<file path="src/rtl/mem_arbiter.sv">
// Two-port (IFU/LSU) round-robin read arbiter onto a single memory port.
// One transaction in flight; a timeout turns a silent memory into an error response.
module mem_arbiter #(
  parameter int          TIMEOUT  = 16,
  parameter logic [31:0] ERR_DATA = 32'hDEAD_BEEF
) (
  input  logic        ACLK,
  input  logic        ARESETn,
  input  logic        i_ifu_arvalid,
  output logic        o_ifu_arready,
  input  logic [31:0] i_ifu_araddr,
  input  logic [1:0]  i_ifu_arsize,
  output logic        o_ifu_rvalid,
  input  logic        i_ifu_rready,
  output logic [31:0] o_ifu_rdata,
  output logic        o_ifu_rresp,
  input  logic        i_lsu_arvalid,
  output logic        o_lsu_arready,
  input  logic [31:0] i_lsu_araddr,
  input  logic [1:0]  i_lsu_arsize,
  output logic        o_lsu_rvalid,
  input  logic        i_lsu_rready,
  output logic [31:0] o_lsu_rdata,
  output logic        o_lsu_rresp,
  output logic        o_mem_ren,
  output logic [31:0] o_mem_raddr,
  output logic [7:0]  o_mem_wmask,
  input  logic        i_mem_rvalid,
  input  logic [31:0] i_mem_rdata
);

  localparam int CW = (TIMEOUT < 1) ? 1 : $clog2(TIMEOUT + 1);

  typedef enum logic [1:0] {
    S_IDLE,
    S_ISSUE,
    S_WAIT,
    S_RESP
  } state_t;

  state_t      r_state;
  state_t      w_next;
  logic        r_owner;
  logic        r_last;
  logic [CW-1:0] r_cnt;
  logic [31:0] r_rdata;
  logic        r_rresp;
  logic [31:0] r_raddr;
  logic [7:0]  r_wmask;

  logic        w_idle;
  logic        w_gnt_ifu;
  logic        w_gnt_lsu;
  logic        w_grant;
  logic        w_timeout;
  logic        w_rready;
  logic [31:0] w_addr;
  logic [1:0]  w_size;
  logic [7:0]  w_mask;

  // r_last: 0 = IFU, 1 = LSU; on a tie the other requester wins
  assign w_idle    = (r_state == S_IDLE);
  assign w_gnt_ifu = w_idle && i_ifu_arvalid
                     && (!i_lsu_arvalid || r_last);
  assign w_gnt_lsu = w_idle && i_lsu_arvalid && !w_gnt_ifu;
  assign w_grant   = w_gnt_ifu || w_gnt_lsu;
  assign w_addr    = w_gnt_lsu ? i_lsu_araddr : i_ifu_araddr;
  assign w_size    = w_gnt_lsu ? i_lsu_arsize : i_ifu_arsize;
  assign w_timeout = (r_cnt == CW'(TIMEOUT));
  assign w_rready  = r_owner ? i_lsu_rready : i_ifu_rready;

  always_comb begin
    w_mask = 8'h04;
    unique case (w_size)
      2'd0:    w_mask = 8'h01;
      2'd1:    w_mask = 8'h02;
      default: w_mask = 8'h04;
    endcase
  end

  always_ff @(posedge ACLK) begin
    if (!ARESETn) r_state <= S_IDLE;
    else          r_state <= w_next;
  end

  always_comb begin
    w_next = r_state;
    unique case (r_state)
      S_IDLE:  if (w_grant) w_next = S_ISSUE;
      S_ISSUE: w_next = S_WAIT;
      S_WAIT:  if (i_mem_rvalid || w_timeout) w_next = S_RESP;
      S_RESP:  if (w_rready) w_next = S_IDLE;
      default: w_next = S_IDLE;
    endcase
  end

  always_comb begin
    o_ifu_arready = 1'b0;
    o_lsu_arready = 1'b0;
    o_ifu_rvalid  = 1'b0;
    o_lsu_rvalid  = 1'b0;
    o_mem_ren     = 1'b0;
    if (ARESETn) begin
      o_ifu_arready = w_gnt_ifu;
      o_lsu_arready = w_gnt_lsu;
      o_mem_ren     = (r_state == S_ISSUE);
      o_ifu_rvalid  = (r_state == S_RESP) && !r_owner;
      o_lsu_rvalid  = (r_state == S_RESP) && r_owner;
    end
  end

  always_ff @(posedge ACLK) begin
    if (!ARESETn) begin
      r_owner <= 1'b0;
      r_last  <= 1'b1;
      r_cnt   <= '0;
      r_rdata <= '0;
      r_rresp <= 1'b0;
      r_raddr <= '0;
      r_wmask <= '0;
    end else begin
      if (w_grant) begin
        r_owner <= w_gnt_lsu;
        r_last  <= w_gnt_lsu;
        r_raddr <= w_addr;
        r_wmask <= w_mask;
      end
      if (r_state == S_ISSUE)     r_cnt <= '0;
      else if (r_state == S_WAIT) r_cnt <= r_cnt + 1'b1;
      // a pulse landing exactly on the timeout cycle still wins
      if (r_state == S_WAIT) begin
        if (i_mem_rvalid) begin
          r_rdata <= i_mem_rdata;
          r_rresp <= 1'b0;
        end else if (w_timeout) begin
          r_rdata <= ERR_DATA;
          r_rresp <= 1'b1;
        end
      end
    end
  end

  assign o_mem_raddr = r_raddr;
  assign o_mem_wmask = r_wmask;
  assign o_ifu_rdata = r_rdata;
  assign o_ifu_rresp = r_rresp;
  assign o_lsu_rdata = r_rdata;
  assign o_lsu_rresp = r_rresp;

endmodule

</file>
<file path="config.mk">
export PLATFORM = sky130hd
export DESIGN_NAME = mem_arbiter
export DESIGN_NICKNAME = d
export VERILOG_FILES = /design/src/rtl/mem_arbiter.sv
export SDC_FILE = /design/constraint.sdc
export NUM_CORES = 1
export LEC_CHECK = 0
export ABC_AREA = 1
export CORE_MARGIN = 3
export CORE_UTILIZATION = 41
export CTS_CLUSTER_DIAMETER = 60
export DETAILED_ROUTE_END_ITERATION = 8
export MAX_ROUTING_LAYER = met4
export PLACE_DENSITY = 0.91
export SYNTH_ARGS = -nofsm -noshare
export SYNTH_HDL_FRONTEND = slang
export SYNTH_SLANG_ARGS = --single-unit
</file>
<file path="constraint.sdc">
create_clock -name ACLK -period 2 [get_ports ACLK]
set_input_delay 0.3 -clock ACLK [delete_from_list [all_inputs] [get_ports ACLK]]
set_output_delay 0.3 -clock ACLK [all_outputs]
set_load 0.005 [all_outputs]
</file>
# [Word-level counts from Yosys, hierarchy flattened]
# Cells that the tools add are included.
[word_totals] wordCells=53 latchBits=0 input_bits=107 mem_count=0 romBits=0 ramBits=0 out_inout_bits=111 register_bits=82
[op_classes] n_addsub=1 muxes=17 n_bitwise=1 reduce_logical=18 div=0 mul=0 eq_ne=8 shifts=0 order_cmp=0
[ops] operator="$mux W32" count=3
[ops] operator="$mux W1" count=8
[ops] operator="$mux W2" count=4
[ops] operator="$pmux W2 S4" count=1
[ops] operator="$logic_and A1 B1 Y1" count=6
[ops] operator="$pmux W3 S2" count=1
[ops] operator="$add A5 B1 Y5 const B" count=1
[ops] operator="$eq A5 B5 Y1 const B" count=1
[ops] operator="$eq A2 B1 Y1 const B" count=2
[ops] operator="$eq A2 B2 Y1 const B" count=2
[ops] operator="$logic_not A2 Y1" count=2
[ops] operator="$ne A2 B2 Y1 const B" count=2
[ops] operator="$logic_not A1 Y1" count=3
[ops] operator="$logic_or A1 B1 Y1" count=3
[ops] operator="$reduce_and A3 Y1" count=1
[ops] operator="$ne A2 B1 Y1 const B" count=1
[ops] operator="$reduce_and A2 Y1" count=1
[ops] operator="$reduce_bool A2 Y1" count=1
[ops] operator="$reduce_or A2 Y1" count=1
[ops] operator="$not A1 Y1" count=1

# [Depth between registers and ports, before layout]
# Gate-level depths: netlist of the first run.
[logic_depth] ltp_word=8 mapped_depth=12 mapped_depth_nobuf=11

# [Worst setup path after synthesis of the first run]
# OpenSTA, ideal clock, no wires.
[synth_timing] kind="reg2reg" from="reg r_state[0]" to="reg r_raddr[17], in the netlist o_mem_raddr[17]" period_less_slack_ps=1490 path_buffers=1 path_stages_with_launch=9 setup_ps=108 slack_ps=510 arrival_ps=1382 path_cell_list="dfxtp_1 -> inv_1 -> ha_1 -> nand2_2 -> nand2_2 -> buf_2 -> or2_2 -> nand3_2 -> inv_2"
[synth_between] elab_chain_len=6 elab_cells_between_ends=8 cone_classes="mux (1); reduce/logical (7)"
[synth_rtl] element="from (decl)" line="41" rtl="state_t r_state;"
[synth_rtl] element="from (signal assigned)" line="83" rtl="else r_state <= w_next;"
[synth_rtl] element="$logic_not A2 Y1 *" line="62" rtl="assign w_idle = (r_state == S_IDLE);"
[synth_rtl] element="$logic_and A1 B1 Y1" line="63" rtl="assign w_gnt_ifu = w_idle && i_ifu_arvalid"
[synth_rtl] element="$logic_and A1 B1 Y1" line="64" rtl="&& (!i_lsu_arvalid || r_last);"
[synth_rtl] element="$logic_not A1 Y1" line="65" rtl="assign w_gnt_lsu = w_idle && i_lsu_arvalid && !w_gnt_ifu;"
[synth_rtl] element="$logic_and A1 B1 Y1" line="65"
[synth_rtl] element="$mux W32 / $logic_or A1 B1 Y1 (equally long branches)" line="67, 66"
[synth_rtl] element="to (signal assigned)" line="125" rtl="r_raddr <= w_addr;"
[synth_rtl] element="to (decl)" line="48" rtl="logic [31:0] r_raddr;"
# Mark *: on every way between the ends. The rest lies on a longest branch, timed or not.
# A chain may end at the register's enable or synchronous reset.

# [Worst setup path in the final report of the first run]
[layout_timing] from="reg r_state[1]" to="out o_ifu_rvalid"
[layout_between] elab_chain_len=3
[layout_rtl] element="$eq A2 B2 Y1" line="107" rtl="o_ifu_rvalid = (r_state == S_RESP) && !r_owner;"
[layout_rtl] element="$logic_and A1 B1 Y1" line="107"
[layout_rtl] element="$mux W1" line="103" rtl="if (ARESETn) begin"
[layout_rtl] element="to (decl)" line="13" rtl="output logic o_ifu_rvalid,"
# No other way between the ends.

==> impl_metrics.json, run 1 <==
{
  "outcome": "finished, final reports clean",
  "drc": 0,
  "root_buffer": "clkbuf_8",
  "grt_max_degree": 47,
  "p_leak_nw": 2.84,
  "worstPathArrival_ns": 1.59,
  "r2r_slack_ns": 0.28,
  "clkSlewWorstSetupHoldPaths_ns": 0.07,
  "hold_viol": 0,
  "grt_pass1_wl_um": 18800,
  "synth_compound_area_share_pct": 8.15,
  "cts_hold_buf": 0,
  "die_height_um": 109,
  "finClkSkew_ns": 0.0126,
  "dieWidth_um": 109,
  "yosysWarnings": 0,
  "synth_cell_types": 28,
  "fin_area_um2": 6490,
  "insertion_delay_ns": 0.34,
  "synth_xor_area_share_pct": 0.202,
  "end_kind": "primary output",
  "num_vias": 3919,
  "io_pins": 218,
  "clockBufferDepth": 2,
  "place_ws_ns": 0.00936,
  "reg2reg_to": "o_mem_raddr[22]$_SDFFE_PN0P_",
  "min-delay-start": "ARESETn",
  "synth_area_um2": 4330,
  "synth_seq_cells": 77,
  "core_area_um2": 10000,
  "firstDrtPassIters": 4,
  "synth.avg_cell_area_um2": 8.14,
  "cap_viol_max_count": 0,
  "cts_tree": "yes",
  "grt.overflow.total": 0,
  "syn_inst": 532,
  "synth_simple_gate_area_share_pct": 35.5,
  "holdPathStages": 3,
  "layout-drive-gt1-share_pct": 24.8,
  "final.min_clock_period_ns": 1.89,
  "synthAdderAreaFrac_pct": 1.73,
  "start_util_pct": 43.3,
  "dieArea_um2": 11800,
  "critPathLaunch": "r_state[1]$_SDFFE_PN0P_",
  "critPathMaxFanout": 3,
  "pwr_density_cell_nw_per_um2": 1090,
  "synth_mux_area_share_pct": 0,
  "crit_required_ns": 1.70,
  "reg2reg_depth": 12,
  "grtUsageTotal_pct": 20.5,
  "fin_ws_ns": 0.115,
  "crit_type": "flip-flop to primary output",
  "grt_pass1_vias": 3875,
  "period_share_pct": 94.3,
  "rr_startpoint": "r_state[1]$_SDFFE_PN0P_",
  "routed_via_density": 4.65,
  "ir_drop_uv": 568,
  "routed_wl_um": 11900,
  "wire_per_inst_um": 14.1,
  "worstMarginPinSlew_ns": 0.561,
  "whs_ns": 0.398,
  "antenna_found_initial": 0,
  "dp_hpwl_um": 9580,
  "fin_setup_tns_ns": 0,
  "area_growth_pct": 49.9,
  "fmax_mhz": 530,
  "synth_top_family_by_area": "simple AND/OR/NAND/NOR gates",
  "drtAntennaViolNets": 0,
  "postPlaceCellArea_um2": 6240,
  "fp-row-count": 36,
  "post_cts_buffers": 0,
  "slew_violations": 0,
  "ys_seq_area_share_pct": 35.6,
  "fin_nets": 818,
  "hold_path_end": "o_mem_wmask[0]$_SDFFE_PN0P_",
  "utilization_pct": 64.9,
  "gp_congestion": 0.781,
  "cts.sinks": 77,
  "cts-htree-levels": 3,
  "worst_setup_path_start_kind": "flip-flop",
  "setup_viol": 0,
  "hold_path_class": "input port to flip-flop",
  "cts_made_buffers": 9,
  "n_antenna_cell": 0,
  "final_common_cell": "clkdlybuf4s50_1",
  "relSlewSlack_pct": 62.6,
  "final_cell_mix": "clkdlybuf4s50_1 (208), dfxtp_1 (75), nand2_1 (71)",
  "rsz0062_at_grt": "false",
  "port_buffers": 212,
  "drt_iter0_drc": 211
}
-- worst max-delay path, cell delays in order, from the launching register on --
cell,delay [ns]
dfxtp_2,0.36
ha_1,0.20
nand2_1,0.08
nor2_1,0.08
clkdlybuf4s50_1,0.54
-- cell type report --
type,count,area (µm²)
inverter,80,313
tap,133,166
timing repair buffer,223,2220
multi-input combinational,314,2000
clock buffer,10,128
clock inverter,6,111
sequential,77,1540
fill,819,3510
-- timing repair --
action / CTS / global route
setup endpoints to repair: 2 / 1
cloned: 0 / 0
gates resized for setup: 8 / 1
-- per-layer routing --
layer / share of wire, % / track usage [%] / vias to the layer above
met1: 37 / 21.4 / 1833
met5: 0 / - / -
li1: - / - / 1946
met4: 0.94 / 4.87 / 0
met2: 55 / 38.5 / 129
met3: 7.1 / 5.27 / 11
-- stage by stage --
| step | power (mW) | instances |
|---|---|---|
| after detailed placement | 5.73 | 827 |
| after CTS | 7.17 | 843 |
| after global placement | 5.58 | 827 |
| after global routing | 7.60 | 843 |
| after floorplan | 4.42 | 536 |
| final | 7.08 | 843 |
-- synth_stat cells (all sizes together) --
| cell | instances | share of area, % |
|---|---|---|
| ha | 6 | 1.7 |
| xor2 | 1 | 0.20 |
| nand2 | 105 | 14 |
| nand3 | 69 | 15 |
| o21ai | 31 | 3.6 |
| inv | 78 | 6.9 |
| nor3 | 2 | 0.23 |
| clkbuf | 5 | 0.43 |
| a21oi | 38 | 4.4 |
| or2 | 32 | 4.6 |
| nor2 | 23 | 2.0 |
| clkinv | 2 | 0.29 |
| conb | 1 | 0.087 |
| buf | 60 | 11 |
| dfxtp | 77 | 36 |
| nand4 | 1 | 0.14 |
| a211oi | 1 | 0.17 |
-- worst max-delay path by stage --
stage | to | slack (ns)
2_1_floorplan | o_mem_raddr[17]$_SDFFE_PN0P_ | 0.51
3_3_place_gp | o_lsu_arready | 0.007
3_5_place_dp | o_lsu_arready | 0.009
4_1_cts | o_lsu_rvalid | 0.06
5_1_grt | o_ifu_rvalid | 0.02
6_report | o_ifu_rvalid | 0.11
-- power by group --
part           total, mW  internal [mW]  leakage [nW]  switching (mW)
Clock               1.39          0.830         0.116           0.563
Combinational       3.55           1.83          2.09            1.72
Sequential          2.14           1.92         0.633           0.219
Total               7.08           4.58          2.84            2.50
-- kinds of logic after synthesis --
group,count (synthesis)
AND/OR/NAND/NOR,232
XOR/XNOR,1
adder cells (fa/ha/maj),6
other,1
AO/OA/AOI/OAI,70
flip-flops,77
buffers and inverters,145
-- flip-flops by register name, summed over array words and instances, names as in the netlist --
register / cells
o_ifu_rdata: 32
o_ifu_rresp: 1
o_mem_raddr: 32
o_mem_wmask: 3
r_cnt: 5
r_last: 1
r_owner: 1
r_state: 2
(Power assumes the default switching activity.)
==> run 2: changes to the inputs <==
CELL_PAD_IN_SITES_DETAIL_PLACEMENT = 1   (was not set)
CELL_PAD_IN_SITES_GLOBAL_PLACEMENT = 1   (was not set)
CORE_UTILIZATION = 28   (was 41)
PLACE_DENSITY = 0.89   (was 0.91)
==> run 2 against run 1 <==
- critical path depth unchanged
- critical path type unchanged
- highest routed layer unchanged
- design area grew 3.3%
- clock-buffer cell count fell by 1
- clock skew down 0.0041 ns
- global-route usage down 5.0 points
- setup slack got worse by 0.039 ns
- first-iteration DRC count decreased by 57%
- combinational power grew 5%
- core utilization fell by 20 points
==> impl_metrics.json, run 2 (synthesis gave the netlist of run 1 again) <==
{
  "hold_path_class": "input port to flip-flop",
  "fp-row-count": 44,
  "place_ws_ns": -0.0656,
  "cap_viol_max_count": 0,
  "die_height_um": 130,
  "rsz0062_at_grt": "true",
  "start_util_pct": 29.2,
  "grt_pass1_vias": 4071,
  "clockBufferDepth": 2,
  "reg2reg_depth": 12,
  "grtUsageTotal_pct": 15.5,
  "antenna_found_initial": 0,
  "crit_family": "buffers and inverters",
  "period_share_pct": 96.2,
  "root_buffer": "clkbuf_16",
  "wire_per_inst_um": 14.4,
  "fillers": 1724,
  "total_power_mw": 7.47,
  "p_leak_nw": 2.91,
  "cp.depth": 4,
  "r2r_slack_ns": 0.25,
  "relSlewSlack_pct": 60.9,
  "cts_made_buffers": 9,
  "routed_wl_um": 13000,
  "final_cell_mix": "clkdlybuf4s50_1 (208), dfxtp_1 (76), nand2_1 (71)",
  "cts_tree": "yes",
  "dieArea_um2": 17000,
  "cts_hold_buf": 0,
  "grt.overflow.total": 0,
  "end_kind": "primary output",
  "insertion_delay_ns": 0.35,
  "core_area_um2": 14800,
  "worstPathArrival_ns": 1.62,
  "dp_cells": 885,
  "multiInputGateArea_um2": 2010,
  "critPathMaxFanout": 3,
  "final_common_cell": "clkdlybuf4s50_1",
  "gp_congestion": 0.745,
  "drtAntennaViolNets": 0,
  "finClkSkew_ns": 0.00847,
  "slew_violations": 0,
  "n_antenna_cell": 0,
  "final_cells": 901,
  "hold_viol": 0,
  "fin_ws_ns": 0.0758,
  "routed_via_density": 4.39,
  "pwr_density_cell_nw_per_um2": 1110,
  "cts-htree-levels": 3,
  "layout.area.seq_um2": 1540,
  "io_pins": 218,
  "worst_setup_path_start_kind": "flip-flop",
  "critPathBufInv": 1,
  "holdPathStages": 3,
  "outcome": "finished, final reports clean",
  "grt_max_degree": 48,
  "final.min_clock_period_ns": 1.92,
  "fmax_mhz": 520,
  "port_buffers": 212,
  "cts.sinks": 77,
  "area_growth_pct": 54.9,
  "ir_drop_uv": 508,
  "cp_slowest_stage_delay_ns": 0.51,
  "worstMarginPinSlew_ns": 0.586,
  "drc": 0,
  "clkSlewWorstSetupHoldPaths_ns": 0.07,
  "crit_chain": "ha_2 -> nand2_1 -> nor2_1 -> clkdlybuf4s50_1",
  "slowest_stage": "clkdlybuf4s50_1",
  "drt_iter0_drc": 90,
  "setup_viol": 0,
  "dieWidth_um": 130,
  "crit_type": "flip-flop to primary output",
  "fin_nets": 825,
  "num_vias": 3957,
  "dp_hpwl_um": 10300,
  "layout-drive-gt1-share_pct": 25.9,
  "crit_required_ns": 1.70,
  "firstDrtPassIters": 4,
  "grt_pass1_wl_um": 20000
}
-- run 2: path summary, 6_finish.rpt --
path | from | to
worst max register to register | r_state[0]$_SDFFE_PN0P_ | r_state[1]$_SDFFE_PN0P_
worst min register to register | o_ifu_rdata[19]$_SDFFE_PN0P_ | o_ifu_rdata[19]$_SDFFE_PN0P_
worst max-delay path | r_state[0]$_SDFFE_PN0P_ | o_ifu_rvalid
worst min-delay path | ARESETn | o_mem_wmask[0]$_SDFFE_PN0P_
-- run 2: tightest hold or removal path, cell delays in order --
cell and delay, ns:
buf_2 0.14, inv_2 0.11, nor2_1 0.11
-- run 2: routing by layer --
layer | track usage, % | wire [µm] | up-vias
met1 | 15.5 | 5130 | 1830
met5 | - | 0 | -
met3 | 6.34 | 1120 | 14
met4 | 4.30 | 174 | 0
met2 | 28.0 | 6540 | 146
li1 | - | - | 1967
-- run 2: per-stage QoR --
step | hold slack (ns) | util, % | cell area [µm²] | setup TNS [ns]
after floorplan | 0.422 | - | 4340 | 0
after global placement | 0.446 | 43.2 | 6390 | -0.0461
after detailed placement | 0.454 | 43.2 | 6390 | -0.131
after CTS | 0.355 | 45.2 | 6690 | 0
after global routing | 0.367 | 45.3 | 6710 | -0.00431
final | 0.350 | 45.3 | 6710 | 0
-- run 2: cell type report --
cell class,instances,area share (%)
Timing Repair Buffer,230,34.6
Multi-Input combinational cell,314,30.0
Sequential cell,77,23.0
Inverter,80,4.67
Tap cell,184,3.43
Clock buffer,9,3.36
Clock inverter,7,0.989
-- run 2: power by group --
group	internal (mW)	leakage, nW	total (mW)	switching, mW
clock	0.867	0.136	1.60	0.736
sequential	1.92	0.633	2.14	0.215
combinational	1.96	2.14	3.73	1.77
total	4.74	2.91	7.47	2.72
-- run 2: repair_timing --
action,in CTS,in global routing
buffers inserted,0,0
endpoints found under the setup margin,5,18
hold endpoints to repair,0,0
gates resized for setup,5,9
==> run 3: changes to the inputs <==
CORE_UTILIZATION = 25   (was 28)
PLACE_DENSITY = 0.85   (was 0.89)
clock period = 1.7 ns   (was 2 ns; I/O delays follow)
==> run 3 against run 2 <==
- clock power is 41% higher
- wire length is 6.5% higher
- global-route usage is 1.3 points lower
- sequential share of layout area is 0.56 points lower
- combinational power is 23% higher
- core utilization is 4.2 points lower
==> impl_metrics.json, run 3 (synthesis gave the netlist of run 1 again) <==
{
  "fp-row-count": 47,
  "port_buffers": 212,
  "grt_pass1_vias": 4044,
  "grt_max_degree": 42,
  "p_leak_nw": 2.97,
  "met2_length_um": 6990,
  "outcome": "finished, final reports clean",
  "clkSlewWorstSetupHoldPaths_ns": 0.06,
  "fin_area_um2": 6880,
  "routed_via_density": 4.27,
  "setup_viol": 0,
  "cap_viol_max_count": 0,
  "met3_wirelength_um": 1180,
  "crit_family": "simple AND/OR/NAND/NOR gates",
  "fin_nets": 834,
  "period_share_pct": 97.0,
  "drt_iter0_drc": 148,
  "hold_path_class": "input port to flip-flop",
  "slowest_stage": "dfxtp_2",
  "drtAntennaViolNets": 0,
  "core_area_um2": 16800,
  "cts_tree": "yes",
  "postPlaceCellArea_um2": 6500,
  "crit_required_ns": 1.93,
  "insertion_delay_ns": 0.33,
  "wirelength_met1_um": 5350,
  "final_common_cell": "clkdlybuf4s50_1",
  "end_kind": "flip-flop",
  "crit_type": "flip-flop to flip-flop",
  "post_cts_buffers": 0,
  "cp_slowest_stage_delay_ns": 0.33,
  "clockBufferDepth": 2,
  "dieArea_um2": 18900,
  "slew_violations": 0,
  "final.min_clock_period_ns": 1.65,
  "cts_hold_buf": 0,
  "drc": 0,
  "gp_congestion": 0.775,
  "grtUsageTotal_pct": 14.2,
  "io_pins": 218,
  "fin_ws_ns": 0.0507,
  "layout-drive-gt1-share_pct": 27.7,
  "fmax_mhz": 606,
  "place_ws_ns": -0.203,
  "firstDrtPassIters": 4,
  "grt_pass1_wl_um": 20200,
  "pwr_density_cell_nw_per_um2": 1360,
  "grt.overflow.total": 0,
  "antenna_found_initial": 1,
  "critPathBufInv": 3,
  "dp_cells": 930,
  "cts_made_buffers": 9,
  "top_layer_used": "met4",
  "ir_drop_uv": 556,
  "rsz0062_at_grt": "true",
  "area_growth_pct": 58.9,
  "hold_viol": 0,
  "routed_wl_um": 13800,
  "cts.sinks": 77,
  "die_height_um": 138,
  "dp_hpwl_um": 10600,
  "finClkSkew_ns": 0.00732,
  "start_util_pct": 25.8,
  "cts-htree-levels": 3,
  "final_cells": 947,
  "critPathMaxFanout": 14,
  "num_vias": 4040,
  "wire_per_inst_um": 14.6,
  "root_buffer": "clkbuf_16",
  "crit_chain": "inv_2 -> ha_4 -> nand2_2 -> buf_4 -> nand2_2 -> buf_12 -> nor2_1 -> nor2_1 -> nand2_1 -> a21oi_1",
  "worstPathArrival_ns": 1.88,
  "dieWidth_um": 138,
  "worst_setup_path_start_kind": "flip-flop",
  "final_cell_mix": "clkdlybuf4s50_1 (206), dfxtp_1 (75), nand2_1 (70)"
}
## run 3: changes by cell type in the layout (fill, tap and decap cells not counted), sizes merged, moves of 2 or more
cell,before,now
buf,19,29
bufinv,0,3
clkbuf,10,13
clkdlybuf4s50,208,206
clkinv,4,2
inv,81,78
## run 3: metrics by stage
step           setup TNS, ns  power, mW  utilization (%)  hold slack, ns
6_report                   0       9.35             41.0           0.302
4_1_cts                    0       9.49             41.0           0.317
3_5_place_dp           -4.29       7.09             38.8           0.454
2_1_floorplan              0       5.19                -           0.404
3_3_place_gp           -2.49       6.96             38.8           0.432
5_1_grt              -0.0362       10.0             41.0           0.334
## run 3: repair_timing
item | CTS | global route
gates cloned | 0 | 0
resized for setup | 18 | 13
pin swaps | 0 | 2
endpoints found under the setup margin | 49 | 49
## run 3: area by class of cell
cell class              instances  area (µm²)
diodes                          1        2.50
clock buffers                  10         239
clock inverters                 6         110
fillers                      1992        9880
inverters                      80         325
multi-input cells             314        2010
flip-flops and latches         77        1540
well taps                     220         275
repair buffers                239        2370
## run 3: path summary, 6_finish.rpt
check	startpoint	to	slack, ns	cells past startpoint
hold reg to reg	r_cnt[4]$_SDFFE_PP0N_	r_cnt[4]$_SDFFE_PP0N_	0.46	1
setup / recovery	r_state[0]$_SDFFE_PN0P_	r_state[0]$_SDFFE_PN0P_	0.05	10
hold / removal	ARESETn	o_mem_wmask[0]$_SDFFE_PN0P_	0.30	3
setup reg to reg	r_state[0]$_SDFFE_PN0P_	r_state[0]$_SDFFE_PN0P_	0.05	10
## run 3: per-layer routing
layer	vias to the layer above	GRT usage [%]
met3	22	4.57
met1	1877	14.6
li1	1990	-
met2	151	25.2
met5	-	-
met4	0	5.32
## run 3: power breakdown
| part | total, mW | leakage, nW | internal [mW] | switching [mW] |
|---|---|---|---|---|
| Sequential | 2.52 | 0.633 | 2.26 | 0.255 |
| Combinational | 4.57 | 2.17 | 2.39 | 2.19 |
| Clock | 2.26 | 0.165 | 1.47 | 0.788 |
| Total | 9.35 | 2.97 | 6.12 | 3.23 |
## run 3: tightest hold or removal path: stages
cell	delay [ns]
buf_2	0.13
inv_2	0.10
nor2_1	0.11
